### src/rtl/rvsteel_button_sequencer.sv
// Button front end for rvsteel_mcu: synchronizes and debounces the reset/halt buttons,
// sequences power-on and button resets with a minimum hold, and drives level or toggle halt.
module rvsteel_button_sequencer #(
  parameter int DEBOUNCE_CYCLES   = 120000,
  parameter int RESET_HOLD_CYCLES = 16,
  parameter bit HALT_TOGGLE       = 1'b0
) (
  input  logic clock,
  input  logic reset,
  input  logic reset_button,
  input  logic halt_button,
  output logic mcu_reset,
  output logic mcu_halt,
  output logic running
);

  localparam int DB_W = $clog2(DEBOUNCE_CYCLES);
  localparam logic [DB_W-1:0] DB_LAST = DB_W'(DEBOUNCE_CYCLES - 1);
  localparam int HOLD_W = (RESET_HOLD_CYCLES > 1) ? $clog2(RESET_HOLD_CYCLES) : 1;
  localparam logic [HOLD_W-1:0] HOLD_LAST = HOLD_W'(RESET_HOLD_CYCLES - 1);

  typedef enum logic [1:0] {
    ST_POR,
    ST_RUN,
    ST_HELD,
    ST_STRETCH
  } state_t;

  // Bit 0 is the reset button, bit 1 the halt button.
  logic [1:0] btn_raw;
  logic [1:0] db_level;

  assign btn_raw = {halt_button, reset_button};

  generate
    for (genvar gi = 0; gi < 2; gi++) begin : g_button
      logic            sync1_reg;
      logic            sync2_reg;
      logic            stable_reg;
      logic [DB_W-1:0] cnt_reg;

      always_ff @(posedge clock or negedge reset) begin
        if (!reset) begin
          sync1_reg  <= 1'b0;
          sync2_reg  <= 1'b0;
          stable_reg <= 1'b0;
          cnt_reg    <= '0;
        end else begin
          sync1_reg <= btn_raw[gi];
          sync2_reg <= sync1_reg;
          if (sync2_reg == stable_reg) begin
            cnt_reg <= '0;
          end else if (cnt_reg == DB_LAST) begin
            stable_reg <= sync2_reg;
            cnt_reg    <= '0;
          end else begin
            cnt_reg <= cnt_reg + 1'b1;
          end
        end
      end

      assign db_level[gi] = stable_reg;
    end
  endgenerate

  logic rb_level;
  logic hb_level;
  logic hb_prev_reg;
  logic hb_rise;

  assign rb_level = db_level[0];
  assign hb_level = db_level[1];
  assign hb_rise  = hb_level & ~hb_prev_reg;

  state_t              state_reg, state_next;
  logic [HOLD_W-1:0]   hold_cnt_reg, hold_cnt_next;
  logic                mcu_reset_reg, mcu_reset_next;
  logic                mcu_halt_reg, mcu_halt_next;
  logic                running_reg, running_next;

  always_ff @(posedge clock or negedge reset) begin
    if (!reset) begin
      state_reg     <= ST_POR;
      hold_cnt_reg  <= '0;
      mcu_reset_reg <= 1'b1;
      mcu_halt_reg  <= 1'b0;
      running_reg   <= 1'b0;
      hb_prev_reg   <= 1'b0;
    end else begin
      state_reg     <= state_next;
      hold_cnt_reg  <= hold_cnt_next;
      mcu_reset_reg <= mcu_reset_next;
      mcu_halt_reg  <= mcu_halt_next;
      running_reg   <= running_next;
      hb_prev_reg   <= hb_level;
    end
  end

  always_comb begin
    state_next    = state_reg;
    hold_cnt_next = hold_cnt_reg;
    case (state_reg)
      ST_POR: begin
        if (hold_cnt_reg == HOLD_LAST) begin
          hold_cnt_next = '0;
          state_next    = rb_level ? ST_HELD : ST_RUN;
        end else begin
          hold_cnt_next = hold_cnt_reg + 1'b1;
        end
      end
      ST_RUN: begin
        hold_cnt_next = '0;
        if (rb_level) state_next = ST_HELD;
      end
      ST_HELD: begin
        hold_cnt_next = '0;
        if (!rb_level) state_next = ST_STRETCH;
      end
      ST_STRETCH: begin
        // A re-press restarts the whole hold on the next release.
        if (rb_level) begin
          hold_cnt_next = '0;
          state_next    = ST_HELD;
        end else if (hold_cnt_reg == HOLD_LAST) begin
          hold_cnt_next = '0;
          state_next    = ST_RUN;
        end else begin
          hold_cnt_next = hold_cnt_reg + 1'b1;
        end
      end
      default: begin
        hold_cnt_next = '0;
        state_next    = ST_POR;
      end
    endcase
  end

  // Halt only acts while staying in RUN; edges coinciding with entry or exit are dropped.
  always_comb begin
    mcu_halt_next = 1'b0;
    if (state_next == ST_RUN) begin
      if (HALT_TOGGLE != 1'b0) begin
        mcu_halt_next = mcu_halt_reg ^ ((state_reg == ST_RUN) && hb_rise);
      end else begin
        mcu_halt_next = hb_level;
      end
    end
    mcu_reset_next = (state_next != ST_RUN);
    running_next   = (state_next == ST_RUN) && !mcu_halt_next;
  end

  assign mcu_reset = mcu_reset_reg;
  assign mcu_halt  = mcu_halt_reg;
  assign running   = running_reg;

endmodule

### config.mk
export PLATFORM = sky130hd
export DESIGN_NAME = rvsteel_button_sequencer
export DESIGN_NICKNAME = d
export VERILOG_FILES = /design/src/rtl/rvsteel_button_sequencer.sv
export SDC_FILE = /design/constraint.sdc
export NUM_CORES = 1
export LEC_CHECK = 0
export BUFFER_PORTS_ARGS = -buffer_cell sky130_fd_sc_hd__buf_2
export CORE_ASPECT_RATIO = 2
export CORE_MARGIN = 1
export CORE_UTILIZATION = 55
export DETAILED_ROUTE_END_ITERATION = 10
export GPL_TIMING_DRIVEN = 0
export PLACE_DENSITY = 0.71
export REMOVE_ABC_BUFFERS = 1
export SYNTH_ARGS = -nofsm -noshare
export SYNTH_HDL_FRONTEND = slang
export SYNTH_SLANG_ARGS = --single-unit
### constraint.sdc
create_clock -name clock -period 4.45 [get_ports clock]
set_clock_uncertainty 0.15 [all_clocks]
set_input_delay 0.445 -clock clock [delete_from_list [all_inputs] [get_ports clock]]
set_output_delay 0.445 -clock clock [all_outputs]
set_load 0.01 [all_outputs]
Yosys cells after proc, flatten, opt, wreduce, memory -nomap -nowiden

Cells that the tools add are included.

Muxes and demuxes: 15
Bitwise logic cells: 2
Reductions and logical operators: 6
Equality and inequality tests: 10
Add/sub/neg operators: 3

Operators by type and width:

| kind                                           | count |
|---|---|
| two-way mux 17 bit                             | 4 |
| adder 17 x 1 -> 17 bit (second input constant) | 2 |
| == test 17 bit (second input constant)         | 2 |
| two-way mux 2 bit                              | 6 |
| case mux 4 bit (3 select lines)                | 1 |
| two-way mux 4 bit                              | 2 |
| case mux 2 bit (4 select lines)                | 1 |
| adder 4 x 1 -> 4 bit (second input constant)   | 1 |
| == test 2 x 1 -> 1 bit (second input constant) | 2 |
| == test 2 bit (second input constant)          | 2 |
| == test 4 bit (second input constant)          | 1 |
| AND reduction 2 bit                            | 2 |
| == test 1 bit                                  | 2 |
| zero test 2 bit                                | 1 |
| != test 2 x 1 -> 1 bit (second input constant) | 1 |
| inverter 1 bit                                 | 2 |
| OR reduction 2 bit                             | 1 |
| logical AND 1 bit                              | 1 |
| zero test 1 bit                                | 1 |
| two-way mux 1 bit                              | 1 |

Logic and storage cells: 49
Output and inout bits: 3
Flip-flop bits (word level): 49
Bits of input ports: 4

Depth between registers and ports, before layout

Depth in word-level cells: 8
Gate-level depth with buffers: 7
Gate-level depth less buffers: 5

Least setup slack after synthesis

No wires, ideal clock.

Path kind: register -> register
Start: register g_button[0].cnt_reg[0]
End: register g_button[0].cnt_reg[10]
Setup time: 0.119 ns
Buffers on the path: 1
Clock period less this slack: 1.997 ns
Path slack: 2.453 ns
Stages on the path, launching flop included: 7
Data arrival time: 1.728 ns
Data required time: 4.181 ns
Cells stage by stage: dfrtp_1 > ha_1 > nand2_1 > or4_4 > o31ai_4 > buf_6 > nor2_1

Longest elaborated chain between the ends: 3
Elaborated cells between the ends (all ways): 4
Classes of those cells: add/sub: 1; eq/ne: 1; mux: 2

RTL lines:

| item                                                            | RTL line | text |
|---|---|---|
| start, declared                                                 | 40       | `logic [DB_W-1:0] cnt_reg;` |
| start signal, assigned                                          | 57       | `cnt_reg <= cnt_reg + 1'b1;` |
| adder 17 x 1 -> 17 bit / == test 17 bit (equally long branches) | 57, 53   |  |
| two-way mux 17 bit *                                            | 53       | `end else if (cnt_reg == DB_LAST) begin` |
| two-way mux 17 bit *                                            | 51       | `if (sync2_reg == stable_reg) begin` |

Mark *: on every way between the ends. The rest lies on a longest branch, timed or not.
A chain may end at the register's enable or synchronous reset.

Worst setup path after layout

Ends and elaborated chain as after synthesis.

==> flow_summary.ini <==
[outcome]
outcome = completed

[grt]
overflow = 0
antenna_found_initial = 0
grt_pass1_wl_mm = 6.89
grt_max_degree = 50
grt_pass1_vias = 1632
grt_usage = 0.217

[floorplanning]
rows = 33
die_h_um = 93.6
fp.dieArea_um2 = 4480
io_pins = 7
start_util = 0.571
coreArea_um2 = 4050
die_w_um = 47.8

[setup_path]
r2r-end = g_button[0].cnt_reg[10]
slowest_stage = o31ai_4
worstPathCellList = ha_1 -> nand2_1 -> or4_4 -> o31ai_4 -> nor2_1
path_class = reg2reg
r2r_cells = 5
cp_top_family = simple AND/OR/NAND/NOR gates
worstPathRequired_ns = 4.46
endpoint = g_button[0].cnt_reg[10]
cp-start-kind = flop
r2r_start = g_button[0].cnt_reg[0]
cpPeakStageDelay_ns = 0.68
worstPathArrival_ns = 2.39
critPathCaptureType = flop
path_depth = 5
cp-startpoint = g_button[0].cnt_reg[0]
rrSetupSlack_ns = 2.07
cp_num_buf_inv = 0
crit_fanout = 17

[logic_synthesis]
synth.yosys.seq_area_share = 0.532
synth_ff_type = dfrtp_1
synthArstFlopShare = 1.00
synth_top_family_by_area = simple AND/OR/NAND/NOR gates
synth_compound_area_frac = 0.0390
synth_edf_count = 0
synth_xor_area_frac = 0.114
syn-cell-area_um2 = 2310
ys_ff_latch = 49
synthTopCellsByArea = dfrtp_1, xnor2_1, nor2_1, nand3_1, nand4_1
yosysTopAreaCell = dfrtp_1
synthAdderAreaFrac = 0.0206
synthMuxAreaShare = 0.00976
synth_simple_gate_area_share = 0.252
synth.avg_cell_area_um2 = 10.4
synth_cell_type_count = 40
netlist_instances = 222
yosysTopAreaCellShare = 0.520
yosys_warnings = 0

[clock_tree]
clkLatencyLatePin_ns = 0.30
cts_hold_buf = 0
cts_setup_buffers = 0
cts_buffer_depth = 2
cts-root-buf = clkbuf_8
cts_sinks = 49
cts_tree = yes
cts-resized-gates = 0
clk_pin_slew_ns = 0.08
cts_buffers = 5
htree_levels = 2

[timing]
setup_viol = 0
whs_ns = 0.0928
finalHoldViolCount = 0
fmax_mhz = 420
grt_setup_unrepaired = no
fin_crit_ns = 2.38
report.final.slew_viol_count = 0
setup_slack_ns = 2.07
tns_ns = 0
worstMarginPinSlew_ns = 1.03
slew_headroom = 0.316
period_share = 0.535

[job]
maxCapViolations = 0

[routing]
drt_iter0_drc = 21
drc = 0
highest_layer = met4
wl_met1_mm = 1.61
dr_wl_met2_mm = 2.29
wl_met3_um = 106
wire_per_inst_um = 14.5
vias_per_cell = 5.81
first_pass_iters = 4
drt-total-wl_mm = 4.12
antenna_left = 0
dr_total_vias = 1649

[power_and_ir_drop]
leakage_nw = 0.978
power_uw = 731
peakVddDrop_v = 0.000271
powerDensity_nw_per_um2 = 299

[placed_design]
pre_cts_ws_ns = 2.04
io_buffers = 6
dp_hpwl_mm = 2.86
gp_congestion = 0.836

[cells_and_area]
antenna_cells = 0
drive_gt1_frac = 0.0862
fill_cells = 399
layout.nets = 238
largest_reg_flops = 34
area_delta_synth_final_pct = 6.07

[hold_path]
hp-class = in2reg
whs_path_depth = 1
==> synth_stat cells (2+ instances only) <==
library cell and instances:
o21ai_0 3, nand2_1 11, nor2b_1 2, nor2_1 39, nor3_1 10, nor4_1 7
xor2_1 7, ha_1 3, a21oi_1 6, xnor2_1 23, inv_1 10, mux2_2 2
buf_6 2, and4_1 2, nand3_1 13, nand4_1 10, dfrtp_1 48, and3_1 2
==> metrics by stage <==
step / std cells / utilization / instance area (um^2)
after CTS: 284 / 0.605 / 2450
final: 284 / 0.605 / 2450
after detailed placement: 276 / 0.585 / 2370
after global routing: 284 / 0.605 / 2450
after floorplan: 218 / - / 2270
after global placement: 276 / 0.585 / 2370
==> kinds of logic after synthesis <==
kind of cell | count (synthesis)
multiplexers | 2
AO/OA/AOI/OAI | 13
AND/OR/NAND/NOR | 109
adder cells (fa/ha/maj) | 4
flip-flops | 49
buffers and inverters | 15
XOR/XNOR | 30
==> cell type report <==
class	instances	area, um^2	area share
tap	52	65.1	0.0266
timing repair buffer	6	30.0	0.0123
multi-input combinational	158	1000	0.410
clock buffer	8	80.1	0.0327
sequential	49	1230	0.501
inverter	11	41.3	0.0169
==> layout by cell type (no fill, tap or decap), types with 2 or more instances in the layout <==
| cell | Yosys | final |
|---|---|---|
| a21oi_1 | 6 | 6 |
| and3_1 | 2 | 2 |
| and4_1 | 2 | 2 |
| buf_2 | 1 | 6 |
| clkbuf_1 | 0 | 3 |
| clkbuf_8 | 0 | 5 |
| dfrtp_1 | 48 | 48 |
| ha_1 | 3 | 3 |
| inv_1 | 10 | 10 |
| mux2_2 | 2 | 2 |
| nand2_1 | 11 | 11 |
| nand3_1 | 13 | 13 |
| nand4_1 | 10 | 10 |
| nor2_1 | 39 | 39 |
| nor2b_1 | 2 | 2 |
| nor3_1 | 10 | 10 |
| nor4_1 | 7 | 7 |
| o21ai_0 | 3 | 3 |
| xnor2_1 | 23 | 23 |
| xor2_1 | 7 | 7 |
==> worst register-to-register path, stage by stage, from the launching register on <==
cell     delay [ns]
dfrtp_1        0.42
ha_1           0.27
nand2_1        0.14
or4_4          0.46
o31ai_4        0.68
nor2_1         0.12
==> report_power, final <==
part	internal [mW]	leakage, nW	switching [mW]	total, mW
combinational	0.00673	0.282	0.0184	0.0252
clock	0.112	0.0395	0.137	0.249
sequential	0.451	0.656	0.00588	0.457
total	0.570	0.978	0.162	0.731
==> worst min-delay path by stage <==
stage	slack, ns	start	end
2_1_floorplan	-0.0006	reset	g_button[0].cnt_reg[0]
3_3_place_gp	0.18	g_button[0].sync1_reg	g_button[0].sync2_reg
3_5_place_dp	0.18	g_button[0].sync1_reg	g_button[0].sync2_reg
4_1_cts	0.09	reset_button	g_button[0].sync1_reg
5_1_grt	0.08	halt_button	g_button[1].sync1_reg
6_report	0.09	reset_button	g_button[0].sync1_reg
==> routing by layer <==
| metal | vias up | global-route usage |
|---|---|---|
| met3 | 18 | 0.0463 |
| met5 | - | 0 |
| met4 | 0 | 0.0972 |
| met2 | 36 | 0.377 |
| li1 | 783 | - |
| met1 | 812 | 0.231 |
Note: power is estimated with default switching activity, not from simulation.
